$ cat config.mk
export PLATFORM = sky130hd
export DESIGN_NAME = sd_clock_ctrl_flat
export DESIGN_NICKNAME = d
export VERILOG_FILES = /design/src/rtl/sd_clock_ctrl_if.sv /design/src/rtl/sd_clock_ctrl.sv /design/src/flat_wrapper.sv
export SDC_FILE = /design/constraint.sdc
export NUM_CORES = 1
export LEC_CHECK = 0
export ABC_AREA = 1
export BUFFER_PORTS_ARGS = -buffer_cell sky130_fd_sc_hd__buf_2
export CORE_ASPECT_RATIO = 1.75
export CORE_MARGIN = 5
export CORE_UTILIZATION = 56
export CTS_CLUSTER_DIAMETER = 200
export DETAILED_ROUTE_END_ITERATION = 7
export GPL_ROUTABILITY_DRIVEN = 0
export PLACE_DENSITY_LB_ADDON = 0.08
export SETUP_SLACK_MARGIN = 0.2
export SYNTH_ARGS = -nofsm -noshare
export SYNTH_HDL_FRONTEND = slang
export SYNTH_SLANG_ARGS = --single-unit
$ cat constraint.sdc
create_clock -name i_clk -period 1.9 [get_ports i_clk]
set_input_delay 0.475 -clock i_clk [delete_from_list [all_inputs] [get_ports i_clk]]
set_output_delay 0.475 -clock i_clk [all_outputs]
set_load 0.02 [all_outputs]
$ cat src/rtl/sd_clock_ctrl_if.sv
// Bundle between the SD clock sequencer, the register-file requester and
// the CMD/DAT masters. Signal prefixes are seen from the sequencer: i_ is
// driven into it, o_ is driven by it.
//
// Handshake: a rate-change request transfers on a rising clk edge where
// i_req_valid and o_req_ready are both high. i_req_div is sampled only on
// that edge. o_req_ready depends only on registered state, never on
// i_req_valid. The requester may change or withdraw a request freely while
// o_req_ready is low. Completion is reported by a one-cycle o_switch_done.
interface sd_clock_ctrl_if;
  logic       i_req_valid;
  logic [7:0] i_req_div;
  logic       o_req_ready;
  logic       i_cmd_busy;
  logic       i_dat_busy;
  logic       o_bus_stall;
  logic [7:0] o_divider;
  logic       o_div_rst;
  logic       o_init_done;
  logic       o_switch_done;
  logic [2:0] o_dbg_state;

  // Sequencer side.
  modport slave (
    input  i_req_valid, i_req_div, i_cmd_busy, i_dat_busy,
    output o_req_ready, o_bus_stall, o_divider, o_div_rst,
           o_init_done, o_switch_done, o_dbg_state
  );

  // Requester / master side.
  modport master (
    output i_req_valid, i_req_div, i_cmd_busy, i_dat_busy,
    input  o_req_ready, o_bus_stall, o_divider, o_div_rst,
           o_init_done, o_switch_done, o_dbg_state
  );
endinterface

$ cat src/rtl/sd_clock_ctrl.sv
// SD clock divider sequencer. It runs the power-up slow-clock phase and then
// performs glitch-safe divider changes: drain masters, hold the divider in
// reset while the new DIVIDER lands, settle, then reopen the bus.
// Every output comes from a register or is decoded from the state register.
module sd_clock_ctrl #(
  parameter logic [7:0] RESET_DIV     = 8'd1,
  parameter int         HOLD_CYCLES   = 4,
  parameter int         SETTLE_CYCLES = 16,
  parameter int         INIT_CYCLES   = 16000
) (
  input  logic           i_clk,
  input  logic           i_rst_n,
  sd_clock_ctrl_if.slave bus
);

  localparam logic [15:0] LP_HOLD   = 16'(HOLD_CYCLES);
  localparam logic [15:0] LP_SETTLE = 16'(SETTLE_CYCLES);
  localparam logic [15:0] LP_INIT   = 16'(INIT_CYCLES);

  typedef enum logic [2:0] {
    ST_INIT_HOLD = 3'd0,
    ST_INIT_RUN  = 3'd1,
    ST_IDLE      = 3'd2,
    ST_DRAIN     = 3'd3,
    ST_HOLD      = 3'd4,
    ST_SETTLE    = 3'd5
  } state_t;

  state_t      r_state;
  logic [15:0] r_cnt;
  logic [7:0]  r_divider;
  logic [7:0]  r_pending;
  logic        r_init_done;
  logic        r_switch_done;

  state_t      w_state_nxt;
  logic [15:0] w_cnt_nxt;
  logic [7:0]  w_divider_nxt;
  logic [7:0]  w_pending_nxt;
  logic        w_init_done_nxt;
  logic        w_switch_done_nxt;
  logic        w_cnt_last;
  logic        w_bus_idle;

  // The single down-counter is loaded on state entry; a state ends on 1.
  assign w_cnt_last = (r_cnt == 16'd1);
  // Both masters must be idle in the same cycle to leave DRAIN.
  assign w_bus_idle = !bus.i_cmd_busy && !bus.i_dat_busy;

  // State register and datapath registers; reset drops any pending request.
  always_ff @(posedge i_clk) begin
    if (!i_rst_n) begin
      r_state       <= ST_INIT_HOLD;
      r_cnt         <= LP_HOLD;
      r_divider     <= RESET_DIV;
      r_pending     <= 8'd0;
      r_init_done   <= 1'b0;
      r_switch_done <= 1'b0;
    end else begin
      r_state       <= w_state_nxt;
      r_cnt         <= w_cnt_nxt;
      r_divider     <= w_divider_nxt;
      r_pending     <= w_pending_nxt;
      r_init_done   <= w_init_done_nxt;
      r_switch_done <= w_switch_done_nxt;
    end
  end

  // Next-state, counter reloads, divider update and completion pulse.
  always_comb begin
    w_state_nxt       = r_state;
    w_cnt_nxt         = r_cnt;
    w_divider_nxt     = r_divider;
    w_pending_nxt     = r_pending;
    w_init_done_nxt   = r_init_done;
    w_switch_done_nxt = 1'b0;

    case (r_state)
      ST_INIT_HOLD: begin
        if (w_cnt_last) begin
          w_state_nxt = ST_INIT_RUN;
          w_cnt_nxt   = LP_INIT;
        end else begin
          w_cnt_nxt = r_cnt - 16'd1;
        end
      end

      ST_INIT_RUN: begin
        if (w_cnt_last) begin
          w_state_nxt     = ST_IDLE;
          w_init_done_nxt = 1'b1;
        end else begin
          w_cnt_nxt = r_cnt - 16'd1;
        end
      end

      ST_IDLE: begin
        // Ready is high in every IDLE cycle, so valid alone means accept.
        if (bus.i_req_valid) begin
          w_pending_nxt = bus.i_req_div;
          if (bus.i_req_div != r_divider) begin
            w_state_nxt = ST_DRAIN;
          end else begin
            // Nothing to change: report completion without stalling.
            w_switch_done_nxt = 1'b1;
          end
        end
      end

      ST_DRAIN: begin
        if (w_bus_idle) begin
          // New divider value lands on the same edge the divider enters reset.
          w_state_nxt   = ST_HOLD;
          w_cnt_nxt     = LP_HOLD;
          w_divider_nxt = r_pending;
        end
      end

      ST_HOLD: begin
        if (w_cnt_last) begin
          w_state_nxt = ST_SETTLE;
          w_cnt_nxt   = LP_SETTLE;
        end else begin
          w_cnt_nxt = r_cnt - 16'd1;
        end
      end

      ST_SETTLE: begin
        if (w_cnt_last) begin
          w_state_nxt       = ST_IDLE;
          w_switch_done_nxt = 1'b1;
        end else begin
          w_cnt_nxt = r_cnt - 16'd1;
        end
      end

      default: begin
        // Unreachable encodings recover through the power-up sequence.
        w_state_nxt = ST_INIT_HOLD;
        w_cnt_nxt   = LP_HOLD;
      end
    endcase
  end

  // Outputs decoded from the state register or driven straight from registers.
  assign bus.o_req_ready   = (r_state == ST_IDLE);
  assign bus.o_bus_stall   = (r_state != ST_IDLE);
  assign bus.o_div_rst     = (r_state == ST_INIT_HOLD) || (r_state == ST_HOLD);
  assign bus.o_divider     = r_divider;
  assign bus.o_init_done   = r_init_done;
  assign bus.o_switch_done = r_switch_done;
  assign bus.o_dbg_state   = r_state;

endmodule

$ cat src/flat_wrapper.sv
// flat-port wrapper written by rule: the top's interface ports become plain ports
module sd_clock_ctrl_flat 
#(
  parameter logic [7:0] RESET_DIV     = 8'd1,
  parameter int         HOLD_CYCLES   = 4,
  parameter int         SETTLE_CYCLES = 16,
  parameter int         INIT_CYCLES   = 16000
)
  (i_clk, i_rst_n, bus_i_req_valid, bus_i_req_div, bus_i_cmd_busy, bus_i_dat_busy, bus_o_req_ready, bus_o_bus_stall, bus_o_divider, bus_o_div_rst, bus_o_init_done, bus_o_switch_done, bus_o_dbg_state);
  sd_clock_ctrl_if bus_i ();
  input  logic i_clk;
  input  logic i_rst_n;
  input wire logic [$bits(bus_i.i_req_valid)-1:0] bus_i_req_valid;
  input wire logic [$bits(bus_i.i_req_div)-1:0] bus_i_req_div;
  input wire logic [$bits(bus_i.i_cmd_busy)-1:0] bus_i_cmd_busy;
  input wire logic [$bits(bus_i.i_dat_busy)-1:0] bus_i_dat_busy;
  output wire logic [$bits(bus_i.o_req_ready)-1:0] bus_o_req_ready;
  output wire logic [$bits(bus_i.o_bus_stall)-1:0] bus_o_bus_stall;
  output wire logic [$bits(bus_i.o_divider)-1:0] bus_o_divider;
  output wire logic [$bits(bus_i.o_div_rst)-1:0] bus_o_div_rst;
  output wire logic [$bits(bus_i.o_init_done)-1:0] bus_o_init_done;
  output wire logic [$bits(bus_i.o_switch_done)-1:0] bus_o_switch_done;
  output wire logic [$bits(bus_i.o_dbg_state)-1:0] bus_o_dbg_state;
  assign bus_i.i_req_valid = bus_i_req_valid;
  assign bus_i.i_req_div = bus_i_req_div;
  assign bus_i.i_cmd_busy = bus_i_cmd_busy;
  assign bus_i.i_dat_busy = bus_i_dat_busy;
  assign bus_o_req_ready = bus_i.o_req_ready;
  assign bus_o_bus_stall = bus_i.o_bus_stall;
  assign bus_o_divider = bus_i.o_divider;
  assign bus_o_div_rst = bus_i.o_div_rst;
  assign bus_o_init_done = bus_i.o_init_done;
  assign bus_o_switch_done = bus_i.o_switch_done;
  assign bus_o_dbg_state = bus_i.o_dbg_state;
  sd_clock_ctrl #(.RESET_DIV(RESET_DIV), .HOLD_CYCLES(HOLD_CYCLES), .SETTLE_CYCLES(SETTLE_CYCLES), .INIT_CYCLES(INIT_CYCLES)) u_core (.i_clk(i_clk), .i_rst_n(i_rst_n), .bus(bus_i));
endmodule
== Word-level counts from Yosys, hierarchy flattened ==
Index checks and enable logic that the tools add are counted.

* Flip-flop bits (word level): 37
* Bits of input ports: 13
* Output and inout port bits: 16

* Reduce and logical (&&, ||, !) cells: 11
* Add/sub/neg operators: 1
* Multiplexer cells: 16
* Bitwise operators: 1
* Eq/ne operators: 15

{| class="wikitable"
|+ Operators with widths
! kind !! number
|-
| $pmux W16 S5 || 1
|-
| $mux W16 || 4
|-
| $mux W3 || 6
|-
| $eq A16 B1 Y1 const B || 1
|-
| $sub A16 B1 Y16 const B || 1
|-
| $pmux W3 S5 || 1
|-
| $ne A2 B1 Y1 const B || 5
|-
| $ne A8 B8 Y1 || 1
|-
| $eq A3 B2 Y1 const B || 2
|-
| $eq A3 B3 Y1 const B || 2
|-
| $reduce_and A2 Y1 || 3
|-
| $reduce_and A6 Y1 || 1
|-
| $ne A2 B2 Y1 const B || 2
|-
| $eq A3 B1 Y1 const B || 1
|-
| $logic_not A3 Y1 || 1
|-
| $mux W1 || 3
|-
| $ne A3 B2 Y1 const B || 1
|-
| $reduce_and A3 Y1 || 1
|-
| $logic_not A1 Y1 || 2
|-
| $pmux W1 S2 || 1
|-
| $reduce_or A2 Y1 || 1
|-
| $logic_and A1 B1 Y1 || 1
|-
| $logic_or A1 B1 Y1 || 1
|-
| $not A1 Y1 || 1
|}

== Depth between registers and ports, before layout ==
* Word-level depth: 4
* Mapped depth: 13

== Worst setup path before layout ==
OpenSTA, ideal clock, no wires.

* Path kind: reg2reg
* Start: reg u_core.r_state[1], in the netlist u_core.bus.o_dbg_state[1]
* End: reg u_core.r_switch_done, in the netlist u_core.bus.o_switch_done
* Arrival: 1.593 ns
* Path slack: 0.237 ns
* Setup time: 0.070 ns
* Period minus slack after synthesis: 1.663 ns
* Buffers on the path: 1
* Cell stages (with the launch flop): 8
* Required time: 1.830 ns
* Cells stage by stage: dfxtp_1 inv_2 nor3_4 inv_2 nor2_2 buf_4 nand3_1 a21oi_1

* Word-level cells in the longest chain between the ends: 2
* Elaborated cells on any way between the ends: 3
* Those cells by class: eq/ne (2); mux (1)

{| class="wikitable"
|+ Ends and longest elaborated chain
! item !! line !! text
|-
| from (decl) || sd_clock_ctrl.sv:29 || <nowiki>state_t r_state;</nowiki>
|-
| from (signal assigned) || sd_clock_ctrl.sv:60 || <nowiki>r_state <= w_state_nxt;</nowiki>
|-
| $eq A3 B2 Y1 || n/a ||
|-
| named net bus_o_req_ready || flat_wrapper.sv:17 || <nowiki>output wire logic [$bits(bus_i.o_req_ready)-1:0] bus_o_req_ready;</nowiki>
|-
| $pmux W1 S2 || sd_clock_ctrl.sv:78 || <nowiki>case (r_state)</nowiki>
|-
| to (signal assigned) || sd_clock_ctrl.sv:65 || <nowiki>r_switch_done <= w_switch_done_nxt;</nowiki>
|-
| to (decl) || sd_clock_ctrl.sv:34 || <nowiki>logic r_switch_done;</nowiki>
|}

The timed path passes the listed nets, and every way through them passes these cells.
A chain may end at the register's enable or synchronous reset.

== Worst setup path in the final report ==
* Start: reg u_core.r_state[1], in the netlist u_core.bus.o_dbg_state[1]
* End: out bus_o_bus_stall

* Word-level cells in the longest chain between the ends: 1

{| class="wikitable"
|+ Ends and longest elaborated chain
! item !! line !! text
|-
| $ne A3 B2 Y1 || sd_clock_ctrl.sv:147 || <nowiki>assign bus.o_bus_stall = (r_state != ST_IDLE);</nowiki>
|-
| to (decl) || flat_wrapper.sv:18 || <nowiki>output wire logic [$bits(bus_i.o_bus_stall)-1:0] bus_o_bus_stall;</nowiki>
|}

Every way passes these cells.

==> metrics.cfg <==
[run_status]
status=complete, no violations

[worst_setup_path]
setup.worst_path.start_class=register
critPathBufInv=3
critPathSlowestCell=dfxtp_4
crit_path_end_kind=primary output
worstSetupPathType=register to primary output
cp_max_fo=7
cp.arrival_ns=1.19
crit_path_start=u_core.bus.o_dbg_state[1]
rrSetupSlack_ns=0.24
r2r-start=u_core.r_cnt[0]
cp.depth=4
worstReg2RegEnd=u_core.r_cnt[10]
max_stage_delay_ns=0.40
path_cells=inv_4 > nor3_4 > inv_2 > buf_2
critPathTopFamily=flip-flops
r2r_cells=10
required_ns=1.42
crit_end=bus_o_bus_stall

[timing]
setup_tns_ns=0
setup_viol=0
fmax_mhz=602
whs_ns=0.445
hold_viol_final=0
finalMaxSlewViolations=0
fin_crit_sh_pct=87.4
post-route-min-period_ns=1.66
fin_worst_skew_ns=0.0101
tightest_slew_ns=0.416
timing.slew.headroom_pct=72.3
rsz0062_at_grt=yes

[route]
via_per_inst=5.19
drt_wl_total_microns=4990
drt_iter0_drc=91
drt_pass1_iterations=5
wl_per_cell_microns=12.7
num_vias=2045
ant_nets=0
remaining_drc_errors=0

[cells_and_area]
fin_util_pct=67.8
syn2layout_area_growth_pct=19.7
drive_gt1_share_pct=22.1
diodes=0
nFillCells=355
final_cell_area_sq_um=2410
final_nets=362
instances_no_fill=394

[die]
fp.dieH_microns=89.4
io_pins=29
die_x_microns=55.4
fp-row-count=29
die-area_sq_um=4950
core_sq_um=3560
initial_core_util_pct=56.7

[global_routing]
met3_usage_pct=3.61
grt.met2_usage_pct=41.6
grt_max_degree=21
grt_usage_pct=20.6
grt_pass1_wl_microns=8080
grtUsageMet1_pct=18.8
globalRoute.busiestLayer=met2
overflow=0
antenna_found_initial=0
grt_pass1_vias=1924

[yosys]
synth_nets=325
yosys_warnings=0
syn_inst=310
synth_top_cell_area_share_pct=36.7
synth.avg_cell_area_sq_um=6.50
ys_ff_latch=37
synth_edf_count=0
yosys.area.top_type=dfxtp_1
synth-async-reset-ratio_pct=0
synth_top_cells_by_count=nand2_1 (79), nor2_1 (56), dfxtp_1 (37)
synthTopCellsByArea=dfxtp_1 (37%), nand2_1 (15%), nor2_1 (10%)
synth.most_common_cell=nand2_1
ys_types=29
synth_area_sq_um=2020
yosys_most_used_dff=dfxtp_1
synth-seq-area-share_pct=36.7

[cts]
clock_latency_ns=0.29
cts.sinks=37
cts_tree=built
root_buffer=clkbuf_8
postCtsHoldBufs=0
path_clk_slew_ns=0.08
cts_buffers=5
cts.path.max_buffers=2
htree_num_levels=2

[power_and_ir_drop]
pwr_density_cell_nw_per_um2=1250
peakVddDrop_mv=0.715
p_leak_nw=1.17

[placed_design]
dp_cells=381
place_area_sq_um=2200
port_buffers=28
place_hpwl_microns=3830

[job]
max-cap-violations=0

[hold_path]
hp-class=primary input to register
hold_depth=3

-- how the worst min path moves through the flow --
stage / start / to / slack, ns
floorplan: u_core.r_pending[0] / u_core.bus.o_divider[0] / 0.44
global placement: u_core.bus.o_init_done / u_core.bus.o_init_done / 0.45
detailed placement: u_core.bus.o_init_done / u_core.bus.o_init_done / 0.46
CTS: bus_i_req_div[6] / u_core.r_pending[6] / 0.44
global route: bus_i_req_div[6] / u_core.r_pending[6] / 0.46
finish: bus_i_req_div[6] / u_core.r_pending[6] / 0.45
-- tightest hold or removal path, delay by kind of cell --
family	cells	cell delay (ns)
AND/OR/NAND/NOR	2	0.12
buffers and inverters	1	0.10
-- timing repair --
action,CTS,global route
setup endpoints to repair,8,21
buffers inserted,1,4
pin swaps,1,3
gates resized for setup,3,27
-- stage by stage --
| step | power [mW] | setup WS, ns |
|---|---|---|
| 6_report | 3.02 | 0.240 |
| 5_1_grt | 3.28 | 0.114 |
| 2_1_floorplan | 1.98 | 0.237 |
| 3_3_place_gp | 2.28 | 0.147 |
| 3_5_place_dp | 2.29 | 0.140 |
| 4_1_cts | 2.90 | 0.201 |
-- layout by cell type, fill, tap and decap left out, types with 2 or more instances in the layout --
master / instances
o21ai_1: 2
xor2_1: 3
nand2_2: 3
buf_4: 9
nor2_1: 48
dfxtp_1: 35
nor2_2: 7
clkbuf_8: 7
inv_1: 29
a21oi_1: 22
buf_2: 28
o21ai_0: 21
ha_2: 2
inv_2: 4
clkinv_2: 2
xnor2_1: 5
nand3_1: 18
nand2_1: 77
nor3_1: 4
nor2_4: 6
nand4_1: 4
-- kinds of logic after synthesis --
group,share of synthesized area [%]
flops,36.7
xor+xnor,3.48
buf+inv,9.00
compound gates,12.4
simple gates,37.2
fa+ha+maj,1.24
-- power by group --
| group | total (mW) | internal, mW | switching, mW |
|---|---|---|---|
| sequential | 1.11 | 0.921 | 0.190 |
| combinational | 1.30 | 0.491 | 0.813 |
| clock | 0.604 | 0.328 | 0.276 |
-- layout make-up --
cell class	count	area (sq um)	area share (%)
sequential	37	746	30.9
multi-input combinational	230	1150	47.6
clock buffer	7	96.3	3.99
tap	46	57.6	2.39
timing repair buffer	37	208	8.61
inverter	36	151	6.28
clock inverter	1	5.00	0.207
-- flip-flops by register name, indices dropped and copies added (netlist names) --
name,cells
u_core.r_pending,8
u_core.bus.o_dbg_state,3
u_core.r_cnt,16
u_core.bus.o_switch_done,1
u_core.bus.o_init_done,1
u_core.bus.o_divider,8
-- routing by layer --
metal	up-vias	part of all wire (%)
met1	930	36
li1	1056	-
met3	16	2.8
met2	43	57
met5	-	0
met4	0	3.7
No activity file was read; power rests on OpenSTA's default activity.
